===== src/rtl/shift_seq_pkg.sv =====
// shift_seq_pkg
//   Shared definitions for the shift/rotate command sequencer.
//   - OP_* : two-bit operation encoding carried on cmd_op
//   - state_t : sequencer states (IDLE, SHIFT, DONE)
package shift_seq_pkg;

    localparam logic [1:0] OP_SLL = 2'b00;
    localparam logic [1:0] OP_SRL = 2'b01;
    localparam logic [1:0] OP_ROL = 2'b10;
    localparam logic [1:0] OP_ROR = 2'b11;

    typedef enum logic [1:0] {
        IDLE  = 2'b00,
        SHIFT = 2'b01,
        DONE  = 2'b10
    } state_t;

endpackage


===== src/rtl/shift_step.sv =====
// shift_step
//   Purely combinational single-position shift or rotate of one word.
//   Ports:
//     word     in   WIDTH  operand
//     op       in   2      OP_SLL / OP_SRL / OP_ROL / OP_ROR
//     step_out out  WIDTH  operand moved by exactly one bit position
module shift_step
    import shift_seq_pkg::*;
#(
    parameter int WIDTH = 8
) (
    input  logic [WIDTH-1:0] word,
    input  logic [1:0]       op,
    output logic [WIDTH-1:0] step_out
);

    // Logical shifts fill with zero; rotates recirculate the bit that
    // falls off the opposite end.
    always_comb begin
        step_out = word;
        case (op)
            OP_SLL:  step_out = {word[WIDTH-2:0], 1'b0};
            OP_SRL:  step_out = {1'b0, word[WIDTH-1:1]};
            OP_ROL:  step_out = {word[WIDTH-2:0], word[WIDTH-1]};
            OP_ROR:  step_out = {word[0], word[WIDTH-1:1]};
            default: step_out = word;
        endcase
    end

endmodule


===== src/rtl/shift_seq_ctrl.sv =====
// shift_seq_ctrl
//   Command-driven sequencer for the shift/rotate datapath. A command
//   (word, op, count) is accepted over a valid/ready handshake, one
//   single-position step is applied per clock for 'count' clocks, and the
//   result is returned over a second valid/ready handshake.
//   Ports:
//     clk        in   1      rising-edge clock
//     rst_an     in   1      asynchronous active-low reset
//     cmd_valid  in   1      command present
//     cmd_ready  out  1      high only in IDLE
//     cmd_data   in   WIDTH  operand word
//     cmd_op     in   2      operation (see shift_seq_pkg)
//     cmd_cnt    in   CNT_W  number of steps, 0 allowed
//     abort      in   1      cancel in-flight command (SHIFT or DONE)
//     res_valid  out  1      result available (DONE)
//     res_ready  in   1      consumer takes result
//     res_data   out  WIDTH  result word
//     busy       out  1      high whenever not IDLE
module shift_seq_ctrl
    import shift_seq_pkg::*;
#(
    parameter int WIDTH = 8,
    parameter int CNT_W = $clog2(WIDTH)
) (
    input  logic             clk,
    input  logic             rst_an,
    input  logic             cmd_valid,
    output logic             cmd_ready,
    input  logic [WIDTH-1:0] cmd_data,
    input  logic [1:0]       cmd_op,
    input  logic [CNT_W-1:0] cmd_cnt,
    input  logic             abort,
    output logic             res_valid,
    input  logic             res_ready,
    output logic [WIDTH-1:0] res_data,
    output logic             busy
);

    state_t           state;
    logic [WIDTH-1:0] work;
    logic [1:0]       op;
    logic [CNT_W-1:0] remaining;
    logic [WIDTH-1:0] step_word;

    shift_step #(
        .WIDTH (WIDTH)
    ) u_step (
        .word     (work),
        .op       (op),
        .step_out (step_word)
    );

    // Sequencer. The work register doubles as the result register, so it
    // naturally holds steady in DONE while the consumer back-pressures.
    // abort takes priority over both stepping and result delivery.
    always_ff @(posedge clk or negedge rst_an) begin
        if (!rst_an) begin
            state     <= IDLE;
            work      <= '0;
            op        <= OP_SLL;
            remaining <= '0;
        end else begin
            case (state)
                IDLE: begin
                    if (cmd_valid) begin
                        work      <= cmd_data;
                        op        <= cmd_op;
                        remaining <= cmd_cnt;
                        state     <= SHIFT;
                    end
                end
                SHIFT: begin
                    if (abort) begin
                        state <= IDLE;
                    end else if (remaining == '0) begin
                        state <= DONE;
                    end else begin
                        work      <= step_word;
                        remaining <= remaining - CNT_W'(1);
                    end
                end
                DONE: begin
                    if (abort || res_ready) begin
                        state <= IDLE;
                    end
                end
                default: state <= IDLE;
            endcase
        end
    end

    // Status outputs decode from state only, so no input reaches an output
    // combinationally.
    assign cmd_ready = (state == IDLE);
    assign res_valid = (state == DONE);
    assign busy      = (state != IDLE);
    assign res_data  = work;

endmodule

===== config.mk =====
export PLATFORM = sky130hd
export DESIGN_NAME = shift_seq_ctrl
export DESIGN_NICKNAME = d
export VERILOG_FILES = /design/src/rtl/shift_seq_pkg.sv /design/src/rtl/shift_step.sv /design/src/rtl/shift_seq_ctrl.sv
export SDC_FILE = /design/constraint.sdc
export NUM_CORES = 1
export LEC_CHECK = 0
export CAP_MARGIN = 20
export CORE_AREA = 10 10 73 50
export CTS_BUF_LIST = sky130_fd_sc_hd__clkbuf_2
export DETAILED_ROUTE_END_ITERATION = 12
export DIE_AREA = 0 0 83 60
export GPL_ROUTABILITY_DRIVEN = 0
export MAX_ROUTING_LAYER = met4
export PLACE_DENSITY = 0.68
export SYNTH_ARGS = -nofsm -noshare
export SYNTH_HDL_FRONTEND = slang
export SYNTH_SLANG_ARGS = --single-unit

===== constraint.sdc =====
create_clock -name clk -period 1.6 [get_ports clk]
set_clock_uncertainty 0.1 [all_clocks]
set_input_delay 0.48 -clock clk [delete_from_list [all_inputs] [get_ports clk]]
set_output_delay 0.48 -clock clk [all_outputs]
set_load 0.02 [all_outputs]

Word-level counts from Yosys, hierarchy flattened
Index checks and enable logic that the tools add are counted.
- add/sub/neg operators: 1
- reductions and logical operators: 9
- multiplexer cells: 14
- equality and inequality tests: 10
- operator list (kind ; count):
    8-bit case mux with 4 select lines ; 1
    8-bit two-way mux ; 3
    8-bit case mux with 2 select lines ; 1
    3-bit two-way mux ; 3
    2-bit two-way mux ; 4
    2-bit equality test (second input constant) ; 3
    2-bit != test (second input constant) ; 3
    2-bit case mux with 3 select lines ; 1
    3-bit case mux with 2 select lines ; 1
    2-bit by 1-bit equality test with 1-bit output (second input constant) ; 2
    2-bit logical NOT ; 2
    4-bit AND reduction ; 1
    2-bit nonzero test ; 2
    3-bit logical NOT ; 1
    3-bit != test (second input constant) ; 1
    3-bit AND reduction ; 1
    3-bit by 1-bit subtractor with 3-bit output (second input constant) ; 1
    2-bit by 1-bit != test with 1-bit output (second input constant) ; 1
    2-bit AND reduction ; 1
    1-bit logical OR ; 1
- bits in registers: 15
- output and inout bits: 11

Logic depth before layout (Yosys ltp)
- depth after elaboration: 5
- depth in mapped cells: 6

Hierarchy
From an unflattened synthesis, not the netlist that was laid out.
- cell total of the unflattened synthesis: 80
- area total of the unflattened synthesis: 912.1 um^2
- modules (own cells, without submodules) (module ; area each (um^2) ; seq. area each (um^2) ; cells each ; times used):
    shift_seq_ctrl ; 784.5 ; 375.4 ; 67 ; 1
    shift_step ; 127.6 ; 0.0 ; 13 ; 1

Least setup slack after synthesis
Ideal clock, no wire load.
- path kind: reg2reg
- start: reg remaining[0]
- end: reg work[7], in the netlist res_data[7]
- arrival time: 1.518 ns
- cell stages (with the launch flop): 7
- path slack: -0.143 ns
- period minus slack after synthesis: 1.743 ns
- data required time: 1.375 ns
- cells stage by stage: dfrtp_1 -> inv_1 -> ha_1 -> a211o_1 -> a21oi_4 -> buf_12 -> mux2_4
- cells in the longest elaborated chain, start to end: 3
- ends and longest elaborated chain (item ; line ; text):
    start: declaration ; shift_seq_ctrl.sv:42 ; logic [CNT_W-1:0] remaining;
    start signal: assignment ; shift_seq_ctrl.sv:68 ; remaining <= cmd_cnt;
    start signal: assignment ; shift_seq_ctrl.sv:79 ; remaining <= remaining - CNT_W'(1);
    3-bit logical NOT ; shift_seq_ctrl.sv:75 ; end else if (remaining == '0) begin
    2-bit != test (no source line) ; - ;
    4-bit AND reduction (no source line) ; - ;
    end signal: assignment ; shift_seq_ctrl.sv:66 ; work <= cmd_data;
    end signal: assignment ; shift_seq_ctrl.sv:78 ; work <= step_word;
    end: declaration ; shift_seq_ctrl.sv:40 ; logic [WIDTH-1:0] work;
No other way between the ends.
A chain may end at the register's enable or synchronous reset.

Final worst setup path
- start: reg state[0]
- end: out res_valid
- cells in the longest elaborated chain, start to end: 1
- ends and longest elaborated chain (item ; line ; text):
    start: declaration ; shift_seq_ctrl.sv:39 ; state_t state;
    start signal: assignment ; shift_seq_ctrl.sv:58 ; state <= IDLE;
    start signal: assignment ; shift_seq_ctrl.sv:69 ; state <= SHIFT;
    start signal: assignment ; shift_seq_ctrl.sv:74 ; state <= IDLE;
    2-bit equality test ; shift_seq_ctrl.sv:95 ; assign res_valid = (state == DONE);
    end: declaration ; shift_seq_ctrl.sv:33 ; output logic res_valid,
No other way between the ends.

==> summary.md <==
| Metric | Value |
|---|---|
| Largest cells by area after synthesis | dfrtp_1 (42%), mux2i_1 (17%), a21oi_1 (5.0%), inv_1 (4.6%), nor2_1 (4.6%) |
| Initial antenna violation count | 0 |
| Drt initial violations | 31 |
| Post-synthesis cell count | 89 |
| Slew of the pin with the lowest slew margin | 429 ps |
| Critical-path cell list | and2b_2 > buf_6 |
| Logic pwr share | 0.671 |
| Htree depth | 1 |
| Via density | 4.62 |
| CTS tree | yes |
| Max Freq | 0.588 GHz |
| Multi-input logic area | 462 um^2 |
| Clock power share | 0.070 |
| Largest net degree at the start of global routing | 16 |
| R2R cell count | 5 |
| Post-route ant nets | 0 |
| Hold buffers post-CTS | 0 |
| Worst skew pair latency | 300 ps |
| Routed vias | 804 |
| Area leader, netlist | dfrtp_1 |
| Remaining routing DRC violations | 0 |
| CP Launch Type | flop |
| Critical path required time | 1020 ps |
| Die Y | 60 um |
| Drt pass-1 iters | 4 |
| Syn. warnings | 0 |
| Crit path kind | flop to primary output |
| Final Setup Violations | 13 |
| Core footprint | 2380 um^2 |
| Average size of a mapped cell | 10.0 um^2 |
| Period utilization | 1.06 |
| Power density over the cells | 2000 nW/um^2 |
| Worst Path Arrival | 1120 ps |
| Die X | 83 um |
| CTS Buf Count | 3 |
| Final Max Tran Viols | 0 |
| Delay-heaviest family, CP | flip-flops |
| NetSw | 0.00116 W |
| Buffers added on ports | 28 |
| Final hold viol count | 0 |
| Final Instance Area | 1370 um^2 |
| CP Max Fanout | 3 |
| Total Wirelength | 2.51 mm |
| CP Depth | 2 |
| Seq pwr share | 0.259 |
| Clock Tree Root | clkbuf_2 |
| Layout Area Growth over Synthesis | 53.8% |
| Max cap viols | 0 |
| DP HPWL | 2.00 mm |
| All-Layer GR Usage | 0.107 |
| Final WS setup | -100 ps |
| Number of global-route vias before repair | 825 |
| Mapped Nets | 109 |
| Io pins | 29 |
| Peak supply drop | 0.000962 V |
| Critical path's largest stage delay | 440 ps |
| Layout cells sized above 1 | 0.359 |
| Buf+Inv Stages, Crit Path | 1 |
| Mapped Area | 893 um^2 |
| RSZ-0062 raised after global routing | yes |
| Register area share after synthesis | 0.420 |
| First-pass GRT wire length | 4.15 mm |
| Final #Nets | 163 |
| # diodes | 0 |
| Layout fillers | 228 |
| Drt wl/cell | 14.4 um |
| DP Area | 1340 um^2 |
| Slew HR | 0.714 |
| Worst path slowest cell | dfrtp_1 |
| Synth unique cells | 26 |
| Tmin final | 1700 ps |
| HP Class | input pin to async pin |
| Yosys top cell area share | 0.420 |
| Initial core utilization | 0.375 |
| FP Rows | 14 |
| Die area | 4980 um^2 |
| Run status | complete, but fails checks |
| Critical Path End Type | primary output |
| Register bit total from synthesis | 15 |
| Clk slew on worst S/H paths | 170 ps |
| FF/Latch Area | 375 um^2 |
| Static leakage | 0.689 nW |
| Grt ovf | 0 |
| Clock sink total | 15 |
| Hold Slack | 365 ps |
| Pint | 0.00159 W |
| Switching portion of total power | 0.422 |
| Longest Clk Path Bufs | 2 |
| Violated checks | negative setup slack |
final timing paths:
path,startpoint,end,slack [ps]
hold / removal,rst_an,op[1]$_DFFE_PN0P_,360
setup reg to reg,state[0]$_DFFE_PN0P_,res_data[0]$_DFFE_PN0P_,-80
max in group asynchronous,rst_an,state[1]$_DFFE_PN0P_,830
hold reg to reg,op[1]$_DFFE_PN0P_,op[1]$_DFFE_PN0P_,480
min in group clk,op[1]$_DFFE_PN0P_,op[1]$_DFFE_PN0P_,480
setup / recovery,state[0]$_DFFE_PN0P_,res_valid,-100
metrics by stage:
stage,util,std cells,setup slack (ps),TNS (ps),total power [W]
after floorplan,-,89,-19.4,-19.4,0.00179
after global placement,0.563,165,-323,-3870,0.00252
after detailed placement,0.563,165,-353,-4190,0.00258
after CTS,0.591,173,-110,-871,0.00282
after global routing,0.577,174,-182,-1880,0.00299
final,0.577,174,-100,-739,0.00275
cell usage in the layout, fill, tap and decap left out, types with 2 or more instances in the layout:
cell type	instances
nand2b_1	2
buf_6	5
dfrtp_1	15
mux2i_1	15
a21oi_1	9
clkbuf_2	6
buf_4	22
inv_2	3
clkdlybuf4s50_1	17
inv_1	9
mux2_2	3
o21ai_0	2
buf_2	5
nor2_1	10
what timing repair did:
action                     in CTS  in global routing
cloned                          0                  0
setup endpoints to repair      21                 22
setup buffers                   4                  1
gates resized for setup        41                 10
pin swaps                       1                  0
kinds of logic (layout without fill, tap and decap cells):
family,after synthesis,count (layout),share of synthesized area
muxes,19,19,0.223
and+or+nand+nor,20,20,0.108
AOI/OAI and AO/OA,18,18,0.137
adders and majority gates,2,2,0.0280
buffers and inverters,15,68,0.0840
DFF,15,15,0.420
final cells by class:
| type | instances | area share |
|---|---|---|
| repair buffers | 52 | 0.314 |
| well taps | 32 | 0.0291 |
| multi-input cells | 59 | 0.336 |
| flip-flops and latches | 15 | 0.273 |
| clock buffers | 3 | 0.0109 |
| inverters | 12 | 0.0328 |
| clock inverters | 1 | 0.00364 |
synthesized netlist by cell type:
master,number
o31a_1,1
and2b_1,1
a32oi_1,1
nand2b_1,2
a221oi_1,1
nand3b_1,1
mux2i_1,15
inv_2,1
inv_1,11
a21oi_4,1
nand3_1,1
a21oi_1,9
and3_1,1
nor2_1,11
ha_1,2
buf_2,2
nor2b_1,2
mux2_2,3
dfrtp_1,15
nand2_1,1
o22a_1,1
o21ai_0,2
a211o_1,1
o21a_1,1
buf_12,1
mux2_4,1
power by group through the flow:
stage | Sequential [W] | Clock, W | Combinational [W]
after global placement | 0.000725 | 0 | 0.00179
after CTS | 0.000716 | 0.000202 | 0.00190
after global routing | 0.000738 | 0.000219 | 0.00204
after detailed placement | 0.000731 | 0 | 0.00184
after floorplan | 0.000837 | 0 | 0.000949
final | 0.000714 | 0.000191 | 0.00185
worst reg2reg max path: stages, from the launching register on:
cell and delay, ps:
dfrtp_1 440, buf_4 160, inv_2 40, a211o_1 290, a21oi_4 220, mux2_2 360
metal layers:
| metal | track usage | wire [um] | vias up |
|---|---|---|---|
| met2 | 0.168 | 1120 | 21 |
| met1 | 0.133 | 1290 | 372 |
| met3 | 0.0407 | 94 | 2 |
| li1 | - | - | 409 |
| met5 | - | 0 | - |
| met4 | 0.0145 | 8 | 0 |
sequential cells by signal, summed over array words and instances (netlist names):
signal     count
res_data       8
remaining      3
state          2
op             2
No activity file was read; power rests on OpenSTA's default activity.
